==> src/rtl/param_risc_pkg.sv <==
// Shared opcodes, FSM encoding and instruction-field offsets for param_risc_core.
package param_risc_pkg;

  localparam logic [3:0] OP_ADD  = 4'h0;
  localparam logic [3:0] OP_SUB  = 4'h1;
  localparam logic [3:0] OP_AND  = 4'h2;
  localparam logic [3:0] OP_OR   = 4'h3;
  localparam logic [3:0] OP_XOR  = 4'h4;
  localparam logic [3:0] OP_SHL  = 4'h5;
  localparam logic [3:0] OP_SHR  = 4'h6;
  localparam logic [3:0] OP_LI   = 4'h7;
  localparam logic [3:0] OP_BRZ  = 4'h8;
  localparam logic [3:0] OP_JMP  = 4'h9;
  localparam logic [3:0] OP_HALT = 4'hF;

  localparam int unsigned RS1_LO = 32'd4;

  typedef enum logic [1:0] {
    FETCH = 2'd0,
    EXEC  = 2'd1,
    HALT  = 2'd2
  } state_e;

  function automatic int unsigned rs2_lo(input int unsigned reg_aw);
    return 32'd4 + reg_aw;
  endfunction

  function automatic int unsigned rd_lo(input int unsigned reg_aw);
    return 32'd4 + 32'd2 * reg_aw;
  endfunction

endpackage

==> src/rtl/param_risc_alu.sv <==
// Combinational ALU for opcodes 0-7; c is carry, borrow or shifted-out bit.
module param_risc_alu
  import param_risc_pkg::*;
#(
  parameter int DATA_W = 8
) (
  input  logic [DATA_W-1:0] a,
  input  logic [DATA_W-1:0] b,
  input  logic [3:0]        op,
  output logic [DATA_W-1:0] y,
  output logic              c,
  output logic              z
);

  logic [DATA_W:0] sum_s;
  logic [DATA_W:0] diff_s;

  // Result and carry selection; logic ops and LI leave carry cleared.
  always_comb begin
    sum_s  = {1'b0, a} + {1'b0, b};
    diff_s = {1'b0, a} - {1'b0, b};
    y      = '0;
    c      = 1'b0;
    case (op)
      OP_ADD: {c, y} = sum_s;
      OP_SUB: {c, y} = diff_s;
      OP_AND: y = a & b;
      OP_OR:  y = a | b;
      OP_XOR: y = a ^ b;
      OP_SHL: begin
        y = {a[DATA_W-2:0], 1'b0};
        c = a[DATA_W-1];
      end
      OP_SHR: begin
        y = {1'b0, a[DATA_W-1:1]};
        c = a[0];
      end
      OP_LI:  y = b;
      default: y = '0;
    endcase
    z = (y == '0);
  end

endmodule

==> src/rtl/param_risc_core.sv <==
// Multi-cycle FETCH/EXEC core with external instruction fetch handshake.
module param_risc_core
  import param_risc_pkg::*;
#(
  parameter int DATA_W = 8,
  parameter int REG_AW = 2,
  parameter int PC_W   = 4,
  localparam int INSTR_W = 4 + 3 * REG_AW
) (
  input  logic               clk,
  input  logic               reset,
  output logic               imem_req,
  output logic [PC_W-1:0]    imem_addr,
  input  logic               imem_ack,
  input  logic [INSTR_W-1:0] imem_rdata,
  output logic [DATA_W-1:0]  result,
  output logic               result_valid,
  output logic               flag_z,
  output logic               flag_c,
  output logic               halted
);

  localparam int NREG   = 1 << REG_AW;
  localparam int RS2_LO = int'(rs2_lo(REG_AW));
  localparam int RD_LO  = int'(rd_lo(REG_AW));

  state_e              state_q, state_d;
  logic [PC_W-1:0]     pc_q, pc_d;
  logic [INSTR_W-1:0]  ir_q, ir_d;
  logic [DATA_W-1:0]   regs_q [NREG];
  logic [DATA_W-1:0]   result_q, result_d;
  logic                result_valid_q, result_valid_d;
  logic                flag_z_q, flag_z_d;
  logic                flag_c_q, flag_c_d;
  logic                wr_en_s;

  logic [3:0]          op_s;
  logic [REG_AW-1:0]   rs1_s, rs2_s, rd_s;
  logic [2*REG_AW-1:0] imm_s;
  logic [DATA_W-1:0]   a_s, b_s, alu_y_s;
  logic                alu_c_s, alu_z_s;

  // Field decode and operand read straight from IR.
  always_comb begin
    op_s  = ir_q[3:0];
    rs1_s = ir_q[RS1_LO +: REG_AW];
    rs2_s = ir_q[RS2_LO +: REG_AW];
    rd_s  = ir_q[RD_LO +: REG_AW];
    imm_s = {rs2_s, rs1_s};
    a_s   = regs_q[rs1_s];
    if (op_s == OP_LI) begin
      b_s = DATA_W'(imm_s);
    end else begin
      b_s = regs_q[rs2_s];
    end
  end

  param_risc_alu #(.DATA_W(DATA_W)) u_alu (
    .a  (a_s),
    .b  (b_s),
    .op (op_s),
    .y  (alu_y_s),
    .c  (alu_c_s),
    .z  (alu_z_s)
  );

  // Next-state, pc, writeback and flag logic.
  always_comb begin
    state_d        = state_q;
    pc_d           = pc_q;
    ir_d           = ir_q;
    result_d       = result_q;
    result_valid_d = 1'b0;
    flag_z_d       = flag_z_q;
    flag_c_d       = flag_c_q;
    wr_en_s        = 1'b0;
    case (state_q)
      FETCH: begin
        if (imem_ack) begin
          ir_d    = imem_rdata;
          state_d = EXEC;
        end else begin
          state_d = FETCH;
        end
      end
      EXEC: begin
        state_d = FETCH;
        pc_d    = pc_q + PC_W'(1);
        case (op_s)
          OP_ADD, OP_SUB, OP_AND, OP_OR, OP_XOR, OP_SHL, OP_SHR, OP_LI: begin
            wr_en_s        = 1'b1;
            result_d       = alu_y_s;
            result_valid_d = 1'b1;
            flag_z_d       = alu_z_s;
            flag_c_d       = alu_c_s;
          end
          OP_BRZ: begin
            if (regs_q[rd_s] == '0) begin
              pc_d = imm_s[PC_W-1:0];
            end else begin
              pc_d = pc_q + PC_W'(1);
            end
          end
          OP_JMP:  pc_d = imm_s[PC_W-1:0];
          OP_HALT: begin
            state_d = HALT;
            pc_d    = pc_q;
          end
          default: pc_d = pc_q + PC_W'(1);
        endcase
      end
      HALT:    state_d = HALT;
      default: state_d = FETCH;
    endcase
  end

  // Control and status registers.
  always_ff @(posedge clk or posedge reset) begin
    if (reset) begin
      state_q        <= FETCH;
      pc_q           <= '0;
      ir_q           <= '0;
      result_q       <= '0;
      result_valid_q <= 1'b0;
      flag_z_q       <= 1'b0;
      flag_c_q       <= 1'b0;
    end else begin
      state_q        <= state_d;
      pc_q           <= pc_d;
      ir_q           <= ir_d;
      result_q       <= result_d;
      result_valid_q <= result_valid_d;
      flag_z_q       <= flag_z_d;
      flag_c_q       <= flag_c_d;
    end
  end

  // Register file; source operands are read before this edge, so rd==rs uses the old value.
  always_ff @(posedge clk or posedge reset) begin
    if (reset) begin
      for (int i = 0; i < NREG; i++) begin
        regs_q[i] <= '0;
      end
    end else if (wr_en_s) begin
      regs_q[rd_s] <= alu_y_s;
    end
  end

  assign imem_req     = (state_q == FETCH);
  assign imem_addr    = pc_q;
  assign result       = result_q;
  assign result_valid = result_valid_q;
  assign flag_z       = flag_z_q;
  assign flag_c       = flag_c_q;
  assign halted       = (state_q == HALT);

endmodule

==> config.mk <==
export PLATFORM = sky130hd
export DESIGN_NAME = param_risc_core
export DESIGN_NICKNAME = d
export VERILOG_FILES = /design/src/rtl/param_risc_pkg.sv /design/src/rtl/param_risc_alu.sv /design/src/rtl/param_risc_core.sv
export SDC_FILE = /design/constraint.sdc
export NUM_CORES = 1
export LEC_CHECK = 0
export CAP_MARGIN = 0
export CORE_MARGIN = 3
export CORE_UTILIZATION = 35
export DETAILED_ROUTE_END_ITERATION = 10
export PLACE_DENSITY = 0.6
export SYNTH_ARGS = -nofsm -noshare
export SYNTH_HDL_FRONTEND = slang
export SYNTH_HIERARCHICAL = 1
export SYNTH_SLANG_ARGS = --single-unit
export TNS_END_PERCENT = 50
==> constraint.sdc <==
create_clock -name clk -period 6.2 [get_ports clk]
set_input_delay 0.93 -clock clk [delete_from_list [all_inputs] [get_ports clk]]
set_output_delay 0.93 -clock clk [all_outputs]
set_load 0.02 [all_outputs]
==> out/qor.txt, run 1 <==
PortBufs - 29
Final period util - 73.2%
Crit Path Category - flip-flop to flip-flop
Max cap viols - 0
Area of the multi-input gates - 2660 um2
Pin count of the biggest net entering global routing - 60
I/O pins - 30
Iteration count of the initial detailed-routing pass - 5
Synth top cells by count - dfrtp_1 (59), mux2_2 (56), inv_1 (30)
Initial Util - 36.2%
Count leader, synth - dfrtp_1
Clock skew - 0.00697 ns
CP startpoint kind - flip-flop
Num CTS Buffers - 9
H-tree depth - 3
Area growth syn-to-layout - 15.8%
Vias in the first global route - 3,211
Synth cell types - 65
CTS sink count - 59
Worst Hold Class - flip-flop to flip-flop
Storage cell area - 1480 um2
WP data required - 6.40 ns
Share of post-route cells with drive strength above 1 - 26.2%
# resized after CTS - 0
Row count - 40
Crit-path leading delay family - compound AO/OA/AOI/OAI gates
Fmax - 220 MHz
Ys async rst share - 100%
Fillcell total - 1,203
Vias per inst - 5.50
Crit-path cells - nand3_1, nor2_1, mux2_2, inv_1, ha_1, or2_1, a221oi_1, o21bai_1, a221oi_2, xnor2_1, a2111oi_4, nor3_2, mux2_2
CORE AREA - 12,100 um2
Synth warn - 6
Top post-synthesis cells by area - dfrtp_1 (34%), mux2_2 (14%), mux4_2 (10%)
Total GRT Usage - 15.7%
Worst Min Path Start - result[7]
Average instance area after synthesis - 11.1 um2
Yosys top cell by area - dfrtp_1
Clock Path Buffers - 2
Final number of hold-violating endpoints - 0
Reg-to-reg endpoint - flag_z
Synthesized area - 4380 um2
Antenna viol nets, final - 0
Syn nets - 433
Die area - 13,900 um2
Yosys top cell area share - 33.7%
Relative slew margins - 45.1%
Fin nets - 456
Pwr dens - 535 nW/um2
GRT Residual Overflow - 0
Synth Instances - 393
Sequential-to-total area share from yosys stat - 33.7%
RSZ-0062 raised after global routing - false
CP max stage delay - 0.77 ns
Final setup TNS - 0 ns
LEAKAGE - 2.15 nW
Synth Register Bits - 59
CP Max Fanout - 19
Clock Latency Late Sink - 0.32 ns
Post-route DRC - 0
Final wirelength - 10,800 um
Final Critical Period - 4.54 ns
Postcts setup bufs - 0
Run status - complete, no violations
Worst Reg-to-Reg Cells - 13
VDD IR max - 0.274 mV
WHS Path Cells - 1
Ant diodes - 0
Most used cell, CP - mux2_2
Die W - 118 um
First DRT Iteration DRCs - 200
First-pass GRT wire length - 17,700 um
Final HPWL DP - 7910 um
Average routed wire per standard cell - 18.4 um
Top_reg_cell synth - dfrtp_1
Final slew viol count - 0
Endpoint, Worst Hold - result[7]
Slew @ Worst Pin - 0.815 ns
Worst Setup End Kind - flip-flop
Root buffer cell - clkbuf_16
Clock transition at path regs - 0.05 ns
Routability cong. - 0.877
Initial antenna violation count - 0
Reg-to-reg startpoint - ir_q[2]
Final hold slack - 0.504 ns
Reg-to-reg slack, setup - 1.66 ns
CP Data Arrival Time - 4.74 ns
Final number of setup-violating endpoints - 0
Worst path bufs/invs - 1
DR vias - 3,236
Critical-path top delay cell - dfrtp_1
TritonCTS clock tree - built
Die Y - 118 um
EDFF count, synth - 0
Quantity of hold-fixing buffers added after cts - 0
==> worst max path at each step <==
stage | start | endpoint | slack [ns] | depth (start not counted)
6_report | ir_q[2] | flag_z | 1.66 | 13
5_1_grt | ir_q[2] | flag_z | 1.29 | 14
4_1_cts | ir_q[2] | flag_z | 1.65 | 13
3_5_place_dp | ir_q[2] | flag_z | 1.68 | 13
3_3_place_gp | ir_q[2] | flag_z | 1.78 | 13
2_1_floorplan | ir_q[2] | flag_z | 2.50 | 13
==> state kept, by name, indices dropped and copies added, names as in the netlist <==
register and cells:
flag_c 1, flag_z 1, imem_addr 4, ir_q 10
regs_q 32, state_q 2, result 8, result_valid 1
==> report_power, final <==
group          switching [mW]  internal (mW)
Combinational           0.783          0.704
Clock                   0.167          0.329
Sequential              0.216          0.515
==> placed cells by master, fill, tap and decap left out, types with 3 or more instances in the layout <==
master and n:
a211oi_1 5, a21o_1 4, a21oi_1 17, and2_1 4
and3_1 3, clkbuf_16 9, clkdlybuf4s50_1 29, dfrtp_1 59
ha_1 25, inv_1 29, inv_2 3, mux2_2 56
mux2i_1 8, mux4_2 20, nand2_1 11, nand2b_1 4
nand3_1 8, nand3b_1 4, nor2_1 18, nor2b_1 9
nor3_1 8, nor4_1 7, o21ai_0 15, o21bai_1 3
o31ai_1 3
==> per-layer routing <==
metal | GRT usage [%] | vias to the layer above | part of all wire [%]
met5 | 0 | - | 0
met4 | 4.18 | 0 | 1.1
met3 | 2.69 | 15 | 3.5
met2 | 25.4 | 75 | 48
met1 | 21.8 | 1633 | 47
li1 | - | 1513 | -
==> kinds of logic after synthesis <==
family,share of synthesized area (%)
adders and majority gates,8.05
DFF,33.7
muxes,27.1
and+or+nand+nor,13.7
xor gates and xnor gates,0.800
AOI/OAI and AO/OA,11.0
buffers and inverters,5.60
==> stage by stage <==
| step | power, mW | setup slack [ns] | instances | cell area (um2) | utilization (%) |
|---|---|---|---|---|---|
| 3_5_place_dp | 2.20 | 1.68 | 573 | 4770 | 39.4 |
| 5_1_grt | 2.91 | 1.29 | 588 | 5070 | 41.9 |
| 2_1_floorplan | 1.82 | 2.50 | 393 | 4380 | - |
| 6_report | 2.71 | 1.66 | 588 | 5070 | 41.9 |
| 3_3_place_gp | 2.18 | 1.78 | 573 | 4770 | 39.4 |
| 4_1_cts | 2.72 | 1.65 | 588 | 5070 | 41.9 |
==> worst register-to-register path, cell delays in order, from the launching register on <==
cell	delay, ns
dfrtp_1	0.77
nand3_1	0.15
nor2_1	0.48
mux2_2	0.46
inv_1	0.13
ha_1	0.27
or2_1	0.25
a221oi_1	0.41
o21bai_1	0.13
a221oi_2	0.31
xnor2_1	0.14
a2111oi_4	0.53
nor3_2	0.09
mux2_2	0.28
==> final cells by class <==
| class | instances | area share, % |
|---|---|---|
| sequential | 59 | 29.1 |
| timing repair buffer | 31 | 6.02 |
| clock inverter | 4 | 0.986 |
| tap | 168 | 4.14 |
| clock buffer | 11 | 4.98 |
| multi-input combinational | 283 | 52.4 |
| inverter | 32 | 2.37 |
Note: power is estimated with default switching activity, not from simulation.
==> inputs of run 2 (changes only) <==
Settings changed: PLACE_DENSITY 0.6 to 0.62.
Clock period 6.2 ns to 3.9 ns, I/O delays scaled along.
==> run 2 against run 1 <==
Effect of this change:
- die area is the same
- largest power group unchanged
- highest routed layer unchanged
- critical path type unchanged
- combinational power grew 76%
- critical path depth shrank 2
- clock power grew 66%
- clock skew shrank 0.0015 ns
- non-clock buffer count grew 13
- largest cell class unchanged
- register-to-register slack lost 1.5 ns
- flip-flop and latch count is the same
==> out/qor.txt, run 2 (synthesis gave the netlist of run 1 again) <==
Run status - complete, no violations (unchanged)
Clock Path Buffers - 2 (unchanged)
Worst path depth - 11 (was 13)
Routability cong. - 0.866 (was 0.877)
Max cap viols - 0 (unchanged)
Most used cell, CP - mux4_2 (was mux2_2)
Final slew viol count - 0 (unchanged)
CP Max Fanout - 9 (was 19)
First-pass GRT wire length - 18,200 um (was 17,700 um)
Switching part of the total - 41.7% (was 43.0%)
CTS sink count - 59 (unchanged)
Final HPWL DP - 8000 um (was 7910 um)
Pwr dens - 862 nW/um2 (was 535 nW/um2)
I/O pins - 30 (unchanged)
Worst Reg-to-Reg Cells - 11 (was 13)
TritonCTS clock tree - built (unchanged)
Final wirelength - 10,700 um (was 10,800 um)
Initial antenna violation count - 0 (unchanged)
Most frequent cells in the layout - dfrtp_1 (57), mux2_2 (55), clkdlybuf4s50_1 (29), inv_1 (29), ha_1 (24) (was dfrtp_1 (59), mux2_2 (56), clkdlybuf4s50_1 (29), inv_1 (29), ha_1 (25))
Fin nets - 469 (was 456)
Largest register FFs - 32 (unchanged)
Area growth syn-to-layout - 19.0% (was 15.8%)
Postcts setup bufs - 0 (unchanged)
Share of post-route cells with drive strength above 1 - 29.7% (was 26.2%)
Clock transition at path regs - 0.05 ns (about the same)
Row count - 40 (unchanged)
Vias in the first global route - 3,508 (was 3,211)
Worst path bufs/invs - 0 (was 1)
Fmax - 266 MHz (was 220 MHz)
Crit-path cells - mux4_2, mux2_4, ha_1, fa_1, mux4_2, mux2i_4, nor2_4, or3_1, or4_1, nor3_2, mux2_2 (was nand3_1, nor2_1, mux2_2, inv_1, ha_1, or2_1, a221oi_1, o21bai_1, a221oi_2, xnor2_1, a2111oi_4, nor3_2, mux2_2)
LEAKAGE - 2.22 nW (was 2.15 nW)
Final number of hold-violating endpoints - 0 (unchanged)
Worst Hold Class - flip-flop to flip-flop (unchanged)
CP startpoint kind - flip-flop (unchanged)
Die Y - 118 um (unchanged)
CP max stage delay - 0.56 ns (was 0.77 ns)
CORE AREA - 12,100 um2 (unchanged)
H-tree depth - 3 (unchanged)
Root buffer cell - clkbuf_16 (unchanged)
PortBufs - 29 (unchanged)
Post-route DRC - 0 (unchanged)
Total GRT Usage - 16.1% (was 15.7%)
Critical-path top delay cell - dfrtp_1 (unchanged)
Die W - 118 um (unchanged)
DR vias - 3,325 (was 3,236)
Fillcell total - 1,195 (was 1,203)
Pin count of the biggest net entering global routing - 39 (was 60)
Cell-internal power - 2.62 mW (was 1.55 mW)
Antenna viol nets, final - 0 (unchanged)
CP Data Arrival Time - 4.03 ns (was 4.74 ns)
Initial Util - 36.2% (unchanged)
Crit Path Category - flip-flop to flip-flop (unchanged)
First DRT Iteration DRCs - 137 (was 200)
Slew @ Worst Pin - 0.752 ns (was 0.815 ns)
Crit-path leading delay family - multiplexers (was compound AO/OA/AOI/OAI gates)
Num CTS Buffers - 9 (unchanged)
Sw power - 1.87 mW (was 1.17 mW)
Post-layout util - 43.0% (was 41.9%)
RSZ-0062 raised after global routing - false (unchanged)
Most common cell after layout, fill and taps aside - dfrtp_1 (unchanged)
WHS Path Cells - 1 (unchanged)
Vias per inst - 5.55 (was 5.50)
Final Critical Period - 3.77 ns (was 4.54 ns)
Die area - 13,900 um2 (unchanged)
Area of the multi-input gates - 2700 um2 (was 2660 um2)
GRT Residual Overflow - 0 (unchanged)
Ant diodes - 0 (unchanged)
Average routed wire per standard cell - 17.9 um (was 18.4 um)
Final period util - 96.5% (was 73.2%)
Final setup TNS - 0 ns (unchanged)
Relative slew margins - 49.8% (was 45.1%)
Worst setup margin - 0.135 ns (was 1.66 ns)
Storage cell area - 1480 um2 (about the same)
Largest Register - regs_q (unchanged)
Place WS - 0.107 ns (was 1.68 ns)
WP data required - 4.16 ns (was 6.40 ns)
Worst Setup End Kind - flip-flop (unchanged)
Clock power frac - 18.3% (about the same)
Clock Latency Late Sink - 0.32 ns (about the same)
VDD IR max - 0.474 mV (was 0.274 mV)
Iteration count of the initial detailed-routing pass - 4 (was 5)
Gate power share - 58.3% (was 54.8%)
Flop pwr share - 23.4% (was 26.9%)
Final number of setup-violating endpoints - 0 (unchanged)
Clock skew - 0.00544 ns (was 0.00697 ns)
-- run 2: cell types whose count changed in the layout (fill, tap and decap cells not counted), moves of 2 or more --
cell	change
clkinvlp_4	-2
dfrtp_2	+2
dfrtp_1	-2
buf_4	+13
-- run 2: worst register-to-register path, delay by kind of cell, from the launching register on --
kind | cells | cell delay [ns]
muxes | 5 | 1.50
DFF | 1 | 0.56
adders and majority gates | 2 | 0.69
and+or+nand+nor | 4 | 0.95
-- run 2: layout make-up --
class	count	share of cell area, %
multi-input combinational	283	51.7
sequential	59	28.4
timing repair buffer	44	7.73
clock buffer	10	4.58
tap	168	4.03
inverter	32	2.30
clock inverter	3	1.25
-- run 2: metrics by stage --
step,instances,hold WS (ns),instance area (um2),total power [mW]
global placement,586,0.493,4870,3.54
finish,599,0.503,5210,4.49
CTS,599,0.512,5170,4.44
global route,599,0.531,5210,4.83
floorplan,393,0.514,4380,2.90
detailed placement,586,0.498,4870,3.59
-- run 2: what timing repair did --
| action | 4_1_cts | 5_1_grt |
|---|---|---|
| hold buffers | 0 | 0 |
| resized for setup | 0 | 10 |
| endpoints found under the setup margin | 0 | 6 |
-- run 2: final timing paths --
check / startpoint / end / slack (ns)
hold reg to reg: result[3] / result[3] / 0.50
min in group asynchronous: reset / state_q[0] / 0.73
setup reg to reg: ir_q[7] / flag_z / 0.13
hold / removal: result[3] / result[3] / 0.50
setup / recovery: ir_q[7] / flag_z / 0.13
max in group asynchronous: reset / ir_q[6] / 2.34
-- run 2: power by group through the flow --
stage	clock (mW)	combinational, mW	sequential, mW
6_report	0.821	2.62	1.05
5_1_grt	0.861	2.88	1.08
4_1_cts	0.836	2.56	1.05
3_5_place_dp	0	2.54	1.05
3_3_place_gp	0	2.50	1.04
2_1_floorplan	0	1.84	1.05
-- run 2: metal layers --
layer | global-route usage [%] | wire length, um | vias up
met1 | 20.8 | 4780 | 1682
met4 | 7.33 | 286 | 0
met3 | 3.22 | 407 | 22
li1 | - | - | 1542
met2 | 26.2 | 5270 | 79
met5 | 0 | 0 | -
==> inputs of run 3 (changes only) <==
Settings changed: SLEW_MARGIN set to 10.
==> results of run 3 <==
The final DEF is identical to that of run 2; final timing and power are the same.
